===== config.mk =====
export PLATFORM = sky130hd
export DESIGN_NAME = uart_tx_ctrl
export DESIGN_NICKNAME = d
export VERILOG_FILES = /design/src/rtl/uart_pkg.sv /design/src/rtl/uart_tx_ctrl.sv
export SDC_FILE = /design/constraint.sdc
export NUM_CORES = 1
export LEC_CHECK = 0
export CAP_MARGIN = 20
export CORE_UTILIZATION = 57
export DETAILED_ROUTE_END_ITERATION = 12
export PLACE_DENSITY = 0.83
export SKIP_LAST_GASP = 1
export SLEW_MARGIN = 20
export SYNTH_ARGS = -nofsm -noshare
export SYNTH_HDL_FRONTEND = slang
export SYNTH_SLANG_ARGS = --single-unit
export TNS_END_PERCENT = 20

===== constraint.sdc =====
create_clock -name clock -period 4.1 [get_ports clock]
set_input_delay 0.615 -clock clock [delete_from_list [all_inputs] [get_ports clock]]
set_output_delay 0.615 -clock clock [all_outputs]
set_load 0.05 [all_outputs]

===== src/rtl/uart_pkg.sv =====
// Shared UART definitions: transmit FSM encoding and the oversampling ratio
// that the baud generator, this transmitter and the future receiver agree on.
package uart_pkg;

  // Transmit sequencer states.
  typedef enum logic [1:0] {
    IDLE  = 2'b00,
    START = 2'b01,
    DATA  = 2'b10,
    STOP  = 2'b11
  } tx_state_t;

  // Baud generator ticks per serial bit (16x oversampling).
  localparam int NUM_TICKS = 16;

  // Larger of two integers, used to size counters at elaboration time.
  function automatic int max_int(input int a, input int b);
    return (a > b) ? a : b;
  endfunction

endpackage


===== src/rtl/uart_tx_ctrl.sv =====
// UART transmit sequencer. Serialises one DBIT-wide byte LSB-first as
// start bit, data bits, then a stop period of SB_TICK oversampling ticks.
// All timing advances only on cycles where ticks=1.
//
// Handshake: while tx_busy=0 a cycle with tx_start=1 accepts din; the line
// drops to the start bit and tx_busy rises on the next edge. tx_start seen
// while tx_busy=1 is ignored. tx_done pulses for one cycle as tx_busy falls,
// and a tx_start in that same cycle is accepted, so frames can be chained
// with no idle gap.
module uart_tx_ctrl
  import uart_pkg::*;
#(
  parameter int DBIT      = 8,
  parameter int SB_TICK   = 16,
  parameter int NUM_TICKS = uart_pkg::NUM_TICKS
) (
  input  logic            clock,
  input  logic            reset,
  input  logic            ticks,
  input  logic            tx_start,
  input  logic [DBIT-1:0] din,
  output logic            tx,
  output logic            tx_busy,
  output logic            tx_done
);

  // Tick counter covers the longer of a data bit and the stop period.
  localparam int SW = $clog2(max_int(NUM_TICKS, SB_TICK));
  localparam int NW = (DBIT > 1) ? $clog2(DBIT) : 1;

  localparam logic [SW-1:0] S_BIT_END  = SW'(NUM_TICKS - 1);
  localparam logic [SW-1:0] S_STOP_END = SW'(SB_TICK - 1);
  localparam logic [NW-1:0] N_LAST     = NW'(DBIT - 1);

  tx_state_t       state_q, state_d;
  logic [SW-1:0]   s_q, s_d;
  logic [NW-1:0]   n_q, n_d;
  logic [DBIT-1:0] b_q, b_d;
  logic            tx_q, tx_d;
  logic            busy_q, busy_d;
  logic            done_q, done_d;

  // State, counters, shift register and registered line outputs.
  always_ff @(posedge clock) begin
    if (reset) begin
      state_q <= IDLE;
      s_q     <= '0;
      n_q     <= '0;
      b_q     <= '0;
      tx_q    <= 1'b1;
      busy_q  <= 1'b0;
      done_q  <= 1'b0;
    end else begin
      state_q <= state_d;
      s_q     <= s_d;
      n_q     <= n_d;
      b_q     <= b_d;
      tx_q    <= tx_d;
      busy_q  <= busy_d;
      done_q  <= done_d;
    end
  end

  // Next-state logic: counters only move on tick cycles.
  always_comb begin
    state_d = state_q;
    s_d     = s_q;
    n_d     = n_q;
    b_d     = b_q;
    done_d  = 1'b0;
    case (state_q)
      IDLE: begin
        if (tx_start) begin
          b_d     = din;
          s_d     = '0;
          n_d     = '0;
          state_d = START;
        end
      end
      START: begin
        if (ticks) begin
          if (s_q == S_BIT_END) begin
            s_d     = '0;
            state_d = DATA;
          end else begin
            s_d = s_q + 1'b1;
          end
        end
      end
      DATA: begin
        if (ticks) begin
          if (s_q == S_BIT_END) begin
            s_d = '0;
            b_d = b_q >> 1;
            if (n_q == N_LAST) begin
              state_d = STOP;
            end else begin
              n_d = n_q + 1'b1;
            end
          end else begin
            s_d = s_q + 1'b1;
          end
        end
      end
      STOP: begin
        if (ticks) begin
          if (s_q == S_STOP_END) begin
            state_d = IDLE;
            done_d  = 1'b1;
          end else begin
            s_d = s_q + 1'b1;
          end
        end
      end
      default: state_d = IDLE;
    endcase
  end

  // Line and busy are computed from the next state so the register output
  // changes on the same edge as the state itself.
  always_comb begin
    tx_d   = 1'b1;
    busy_d = (state_d != IDLE);
    case (state_d)
      START:   tx_d = 1'b0;
      DATA:    tx_d = b_d[0];
      default: tx_d = 1'b1;
    endcase
  end

  assign tx      = tx_q;
  assign tx_busy = busy_q;
  assign tx_done = done_q;

endmodule


==> Implementation_results.wiki, run 1 <==
{| class="wikitable"
! Metric !! Value
|-
| Area taken by multi-input logic gates || around 640 um^2
|-
| Worst Setup Slack post-DPL || around 1500 ps
|-
| Post-route DRC || 0
|-
| Detailed-route vias per instance || 6.29
|-
| Post-Synthesis Cells || 124
|-
| Maximum vdd drop || between 0.0003 and 0.0004 V
|-
| Slew of the pin with the lowest slew margin || 910 ps
|-
| Launch point of the worst hold path || b_q[6]
|-
| Unrepaired setup endpoints after global routing || no
|-
| Logic gate share of total power || a little under a fifth
|-
| Reg-to-Reg End || b_q[5]
|-
| Switching share of total power || between 20% and 30%
|-
| Std-Cell Rows || 15
|-
| Number of gates given a new drive strength after cts || 0
|-
| Largest net degree at the start of global routing || 22
|-
| Maximum clock rate || 424 MHz
|-
| Final Hold Vio Count || 0
|-
| WHS Path Cells || 2
|-
| Switching Power || between 0.1 and 0.15 mW
|-
| Min Tclk post-route || 2360 ps
|-
| Count of pins over their slew limit || 0
|-
| Quantity of hold-fixing buffers added after cts || 0
|-
| Share of synthesized registers carrying an async set or reset || 0%
|-
| Internal power summed over all cells || between 0.2 and 0.3 mW
|-
| Final wirelength || 2410 um
|-
| Total gr overflow || 0
|-
| Static leakage || around 0.5 nW
|-
| Worst-path fanout max || 13
|-
| Number of clock sinks seen by CTS || 20
|-
| Data required time at the worst endpoint || 4320 ps
|-
| Post-synthesis cell type count || 36
|-
| Relative slew slack || about two fifths
|-
| Post-detailed-route count of antenna-violating nets || 0
|-
| Type of element launching the critical path || register
|-
| Root buffer selected by CTS || sky130_fd_sc_hd__clkbuf_4
|-
| Chip height || 45.6 um
|-
| Antenna violations before repair || 0
|-
| Count of buffers inserted at the top-level ports || 14
|-
| Flip-flop and latch area || 400 um^2
|-
| Max-Cap Viols || 0
|-
| Final Wtd Congestion || 0.842
|-
| Maximum level of the CTS H-tree || 1
|-
| Initial Utilization || 62.0%
|-
| Final Setup Violations || 0
|-
| Main synth FF type || sky130_fd_sc_hd__dfxtp_1
|-
| Count of flip-flops with a built-in enable after synthesis || 0
|-
| Flop pwr share || 51.8%
|-
| Number of filler cells placed in the layout || 146
|-
| Arr. time, crit path || 2580 ps
|-
| Clock transition at path regs || 120 ps
|-
| Status || finished, final reports clean
|-
| Fraction of the yosys area taken by sequential cells || between 30% and 40%
|-
| Starting DRC count in detailed routing || 27
|-
| Die outline width || 45.6 um
|-
| Share of the cycle needed by the critical path after routing || 57.5%
|-
| Layout net count || 156
|-
| Global-route usage over all layers || 27.0%
|-
| Number of detailed-route iterations in the first pass || 4
|-
| Core Box Area || 0.00175 mm^2
|-
| Final setup skew || 5.45 ps
|-
| Portion of total power attributed to the clock network || 29.8%
|-
| Worst reg-to-reg setup slack || 1740 ps
|-
| Number of global-route vias before repair || 900
|-
| Post-Syn Nets || 143
|-
| Area delta synth->final || 16.8%
|-
| Power Dens Cells || ~320 mW/mm^2
|-
| Number of I/O pins || 15
|-
| Average routed wire per standard cell || roughly 15 um
|-
| Post-CTS setup buffer count || 0
|-
| Fraction of final layout cells with drive strength greater than 1 || a little under 6%
|-
| Wire length of the first global-routing pass || 3930 um
|-
| Post-route worst setup slack || between 1500 and 2000 ps
|-
| Kind of capture point of the worst setup path || register
|-
| Combined area of all synthesized cells || 0.00108 mm^2
|-
| Clock buffer count from CTS || 3
|-
| HPWL reported at the end of detailed placement || 1710 um
|-
| Flops & latches, synth || 20
|-
| YS warnings || 0
|-
| Number of cells on the worst reg-to-reg path || 6
|-
| Clock tree from TritonCTS || built
|-
| Post-route setup TNS || 0 ps
|-
| Number of antenna diodes || 0
|-
| Endpoint of the worst hold-timing path || b_q[6]
|-
| Max Buffers Root-to-Sink || 2
|-
| Hold crit path type || register to register
|-
| Beginning of the worst register-to-register path || state_q[0]
|-
| Worst skew pair latency || between 300 and 400 ps
|-
| Average cell area after synthesis || 8.73 um^2
|-
| Die Outline Area || 0.00208 mm^2
|-
| Count of vias placed by the detailed router || ~1000
|-
| Worst setup path class || register to register
|}
-- critical path, stage by stage, from the launching register on --
cell	delay [ps]
sky130_fd_sc_hd__dfxtp_1	370
sky130_fd_sc_hd__inv_1	120
sky130_fd_sc_hd__ha_1	410
sky130_fd_sc_hd__mux2i_1	220
sky130_fd_sc_hd__a21oi_1	750
sky130_fd_sc_hd__nor2_1	110
sky130_fd_sc_hd__a211oi_1	260
-- synth_stat cells (all sizes together), types with 4 or more instances --
master / instances / area share, %
a21oi: 11 / 5.1
o21ai: 10 / 4.6
dfxtp: 20 / 37
nor2: 16 / 5.5
clkbuf: 4 / 1.4
nand4: 4 / 3.7
ha: 7 / 8.1
mux2i: 4 / 3.7
inv: 4 / 1.4
a22oi: 6 / 4.2
a211oi: 6 / 4.2
-- final cells by class --
cell class / count / area share [%]
multi-input cells: 94 / 50.7
repair buffers: 14 / 11.1
inverters: 4 / 1.19
flip-flops and latches: 20 / 31.7
well taps: 25 / 2.48
clock buffers: 4 / 2.87
-- worst max path at each step --
| stage | endpoint | startpoint | slack [ps] |
|---|---|---|---|
| 3_3_place_gp | b_q[7] | ticks | 1570 |
| 6_report | b_q[5] | state_q[0] | 1740 |
| 2_1_floorplan | s_q[2] | state_q[0] | 2440 |
| 4_1_cts | b_q[5] | ticks | 1820 |
| 5_1_grt | b_q[3] | state_q[0] | 1550 |
| 3_5_place_dp | b_q[7] | ticks | 1520 |
-- power by group through the flow --
| stage | combinational, mW | sequential, mW | clock [mW] |
|---|---|---|---|
| after global placement | 0.0701 | 0.214 | 0 |
| after CTS | 0.0742 | 0.210 | 0.118 |
| after floorplan | 0.0423 | 0.220 | 0 |
| after detailed placement | 0.0727 | 0.214 | 0 |
| after global routing | 0.0808 | 0.211 | 0.129 |
| final | 0.0748 | 0.210 | 0.121 |
-- routing by layer --
layer  vias to the layer above  track usage [%]  wire [um]
met3                         9             6.35        128
met2                        39             41.1       1160
met1                       478             34.1       1070
met5                         -                0          0
met4                         0             16.4         63
li1                        486                -          -
-- registers in the layout (all words and copies together) (netlist names) --
register	count
tx_done	1
tx	1
n_q	3
b_q	8
state_q	2
s_q	4
tx_busy	1
-- placed cells by master (no fill, tap or decap), types with 3 or more instances in the layout --
| cell | synthesis | routed |
|---|---|---|
| sky130_fd_sc_hd__dfxtp_1 | 20 | 20 |
| sky130_fd_sc_hd__nor2_1 | 16 | 16 |
| sky130_fd_sc_hd__clkdlybuf4s50_1 | 0 | 14 |
| sky130_fd_sc_hd__a21oi_1 | 11 | 11 |
| sky130_fd_sc_hd__o21ai_0 | 10 | 10 |
| sky130_fd_sc_hd__ha_1 | 7 | 7 |
| sky130_fd_sc_hd__a22oi_1 | 6 | 6 |
| sky130_fd_sc_hd__a211oi_1 | 6 | 6 |
| sky130_fd_sc_hd__inv_1 | 4 | 4 |
| sky130_fd_sc_hd__mux2i_1 | 4 | 4 |
| sky130_fd_sc_hd__nand4_1 | 3 | 3 |
| sky130_fd_sc_hd__clkbuf_4 | 0 | 3 |
-- stage by stage --
step	cell area [um^2]	util, %	hold slack (ps)	power, mW	cells
3_3_place_gp	1230	70.3	487	0.284	157
2_1_floorplan	1080	-	454	0.263	124
5_1_grt	1260	72.4	524	0.421	161
6_report	1260	72.4	511	0.406	161
4_1_cts	1260	72.4	511	0.402	161
3_5_place_dp	1230	70.3	496	0.287	157
-- cell families after synthesis --
family,count (synthesis),synth area share [%]
AOI/OAI and AO/OA,43,25.4
and+or+nand+nor,38,19.9
DFF,20,37.0
buffers and inverters,10,3.81
adders and majority gates,7,8.09
muxes,6,5.78
Power figures use the tool's default switching activity.
==> run 2: changes to the inputs <==
Settings changed: CORE_UTILIZATION 57 to 53, PLACE_DENSITY 0.83 to 0.78.
Clock period 4.1 ns to 2.3 ns, I/O delays scaled along.
==> run 2 against run 1 <==
First-iteration DRC count grew 81%; utilization down 2.2 points; total power rose by 75%; critical path depth decreased by 1; combinational power rose by 79%; clock-buffer cell count did not move; worst setup slack lost 1300 ps; hold slack got worse by 19 ps; clock skew shrank 4.0 ps; design area is 1.2% higher; clock power up 69%; non-clock buffer count increased by 2; largest cell class unchanged.
==> Implementation_results.wiki, run 2 (synthesis results as in run 1) <==
{| class="wikitable"
! Metric !! Value
|-
| Maximum vdd drop || 0.000412 V (was 0.000332 V)
|-
| Initial Utilization || 59.5% (was 62.0%)
|-
| Number of antenna diodes || 0 (unchanged)
|-
| Share of the cycle needed by the critical path after routing || 80.9% (was 57.5%)
|-
| Data required time at the worst endpoint || 2540 ps (was 4320 ps)
|-
| Maximum clock rate || 537 MHz (was 424 MHz)
|-
| Logic gate share of total power || 18.8% (was 18.4%)
|-
| Hold crit path type || register to register (unchanged)
|-
| Switching share of total power || 26.8% (was 28.2%)
|-
| Kind of capture point of the worst setup path || register (unchanged)
|-
| Layout net count || 158 (was 156)
|-
| Worst skew pair latency || 290 ps (was 320 ps)
|-
| Final wirelength || 2210 um (was 2410 um)
|-
| Largest net degree at the start of global routing || 15 (was 22)
|-
| Number of I/O pins || 15 (unchanged)
|-
| Largest regs || b_q (8), s_q (4), n_q (3) (unchanged)
|-
| Crit-path slowest cell || sky130_fd_sc_hd__a222oi_1 (was sky130_fd_sc_hd__a21oi_1)
|-
| Arr. time, crit path || 2100 ps (was 2580 ps)
|-
| Portion of total power attributed to the clock network || 28.7% (was 29.8%)
|-
| Detailed-route vias per instance || 5.93 (was 6.29)
|-
| Wire length of the first global-routing pass || 3570 um (was 3930 um)
|-
| Clock buffer count from CTS || 3 (unchanged)
|-
| HPWL reported at the end of detailed placement || 1570 um (was 1710 um)
|-
| Kind of cell adding the most delay to the critical path || compound AO/OA/AOI/OAI gates (unchanged)
|-
| Flop pwr share || 52.6% (was 51.8%)
|-
| Slew of the pin with the lowest slew margin || 494 ps (was 910 ps)
|-
| Worst path buffer plus inverter count || 0 (was 1)
|-
| Min Tclk post-route || 1860 ps (was 2360 ps)
|-
| Number of detailed-route iterations in the first pass || 4 (unchanged)
|-
| Number of global-route vias before repair || 846 (was 900)
|-
| Std-Cell Rows || 15 (unchanged)
|-
| Static leakage || 0.505 nW (was 0.495 nW)
|-
| Internal power summed over all cells || 0.521 mW (was 0.291 mW)
|-
| End-of-flow core utilization || 70.2% (was 72.4%)
|-
| Average routed wire per standard cell || 13.6 um (was 15.0 um)
|-
| Worst Setup Slack post-DPL || 250 ps (was 1520 ps)
|-
| Global-route usage over all layers || 22.6% (was 27.0%)
|-
| Maximum level of the CTS H-tree || 1 (unchanged)
|-
| Post-CTS setup buffer count || 0 (unchanged)
|-
| Post-detailed-route count of antenna-violating nets || 0 (unchanged)
|-
| Antenna violations before repair || 0 (unchanged)
|-
| Count of vias placed by the detailed router || 966 (was 1012)
|-
| Most frequent cells in the layout || sky130_fd_sc_hd__dfxtp_1, sky130_fd_sc_hd__nor2_1, sky130_fd_sc_hd__clkdlybuf4s50_1 (unchanged)
|-
| Relative slew slack || 67.0% (was 39.3%)
|-
| Count of pins over their slew limit || 0 (unchanged)
|-
| Clock transition at path regs || 110 ps (was 120 ps)
|-
| Type of element launching the critical path || register (unchanged)
|-
| Post-route worst setup slack || 438 ps (was 1740 ps)
|-
| Switching Power || 0.191 mW (was 0.115 mW)
|-
| Status || finished, final reports clean (unchanged)
|-
| Number of filler cells placed in the layout || 163 (was 146)
|-
| Root buffer selected by CTS || sky130_fd_sc_hd__clkbuf_4 (unchanged)
|-
| Area delta synth->final || 18.2% (was 16.8%)
|-
| Final setup skew || 1.49 ps (was 5.45 ps)
|-
| Die Outline Area || 0.00223 mm^2 (was 0.00208 mm^2)
|-
| Core Box Area || 0.00182 mm^2 (was 0.00175 mm^2)
|-
| Fraction of final layout cells with drive strength greater than 1 || 7.25% (was 5.88%)
|-
| Die outline width || 47.2 um (was 45.6 um)
|-
| Final Wtd Congestion || 0.873 (was 0.842)
|-
| Post-route DRC || 0 (unchanged)
|-
| Final Hold Vio Count || 0 (unchanged)
|-
| Worst setup path class || register to register (unchanged)
|-
| Total gr overflow || 0 (unchanged)
|-
| Chip height || 47.2 um (was 45.6 um)
|-
| Flip-flop count of the largest register after layout || 8 (unchanged)
|-
| Clock tree from TritonCTS || built (unchanged)
|-
| Post-route setup TNS || 0 ps (unchanged)
|-
| Critical-path cell list || ha_1 -> nand4_4 -> a21o_1 -> a222oi_1 -> mux2i_1 (was inv_1 -> ha_1 -> mux2i_1 -> a21oi_1 -> nor2_1 -> a211oi_1)
|-
| Count of buffers inserted at the top-level ports || 14 (unchanged)
|-
| Max-Cap Viols || 0 (unchanged)
|-
| Most common cell after layout, fill and taps aside || sky130_fd_sc_hd__dfxtp_1 (unchanged)
|-
| Number of gates given a new drive strength after cts || 0 (unchanged)
|-
| Unrepaired setup endpoints after global routing || no (unchanged)
|-
| Starting DRC count in detailed routing || 49 (was 27)
|-
| Register containing the most flip-flops in the final layout || b_q (unchanged)
|-
| Power Dens Cells || 557 mW/mm^2 (was 321 mW/mm^2)
|-
| Quantity of hold-fixing buffers added after cts || 0 (unchanged)
|-
| Worst-path fanout max || 9 (was 13)
|-
| Max Buffers Root-to-Sink || 2 (unchanged)
|-
| Final Setup Violations || 0 (unchanged)
|-
| Largest incremental delay on the critical path || 410 ps (was 750 ps)
|-
| Number of clock sinks seen by CTS || 20 (unchanged)
|}
-- run 2: stage by stage --
stage               hold slack (ps)  instances  power, mW  cell area [um^2]
finish                          492        163      0.712              1280
global route                    510        163      0.745              1280
CTS                             489        163      0.718              1280
detailed placement              472        159      0.513              1240
global placement                464        159      0.510              1240
floorplan                       454        124      0.468              1080
-- run 2: path summary, 6_finish.rpt --
kind,start,endpoint,slack [ps],depth (start not counted)
setup reg to reg,s_q[0],tx,440,5
setup / recovery,s_q[0],tx,440,5
hold reg to reg,n_q[2],n_q[2],490,2
hold / removal,n_q[2],n_q[2],490,2
-- run 2: worst register-to-register path, stage by stage (launching register included) --
cell and delay [ps]:
sky130_fd_sc_hd__dfxtp_1 400, sky130_fd_sc_hd__ha_1 330, sky130_fd_sc_hd__nand4_4 200, sky130_fd_sc_hd__a21o_1 230, sky130_fd_sc_hd__a222oi_1 410, sky130_fd_sc_hd__mux2i_1 220
-- run 2: layer usage --
| layer | track usage [%] | share of wire (%) | wire length (um) |
|---|---|---|---|
| met1 | 30.9 | 50 | 1110 |
| met2 | 35.3 | 46 | 1020 |
| met3 | 3.46 | 2.6 | 58 |
| met4 | 9.71 | 0.63 | 14 |
| met5 | 0 | 0 | 0 |
-- run 2: cell type report --
type / count / area, um^2 / share of cell area [%]
clock buffers: 4 / 36.3 / 2.84
multi-input cells: 94 / 641 / 50.1
flip-flops and latches: 20 / 400 / 31.3
repair buffers: 16 / 155 / 12.1
inverters: 4 / 15.0 / 1.17
well taps: 25 / 31.3 / 2.45
-- run 2: power groups by stage --
| stage | logic, mW | registers, mW | clock network [mW] |
|---|---|---|---|
| 6_report | 0.134 | 0.374 | 0.204 |
| 5_1_grt | 0.146 | 0.377 | 0.223 |
| 4_1_cts | 0.134 | 0.374 | 0.210 |
| 3_5_place_dp | 0.132 | 0.381 | 0 |
| 3_3_place_gp | 0.129 | 0.381 | 0 |
| 2_1_floorplan | 0.0754 | 0.393 | 0 |
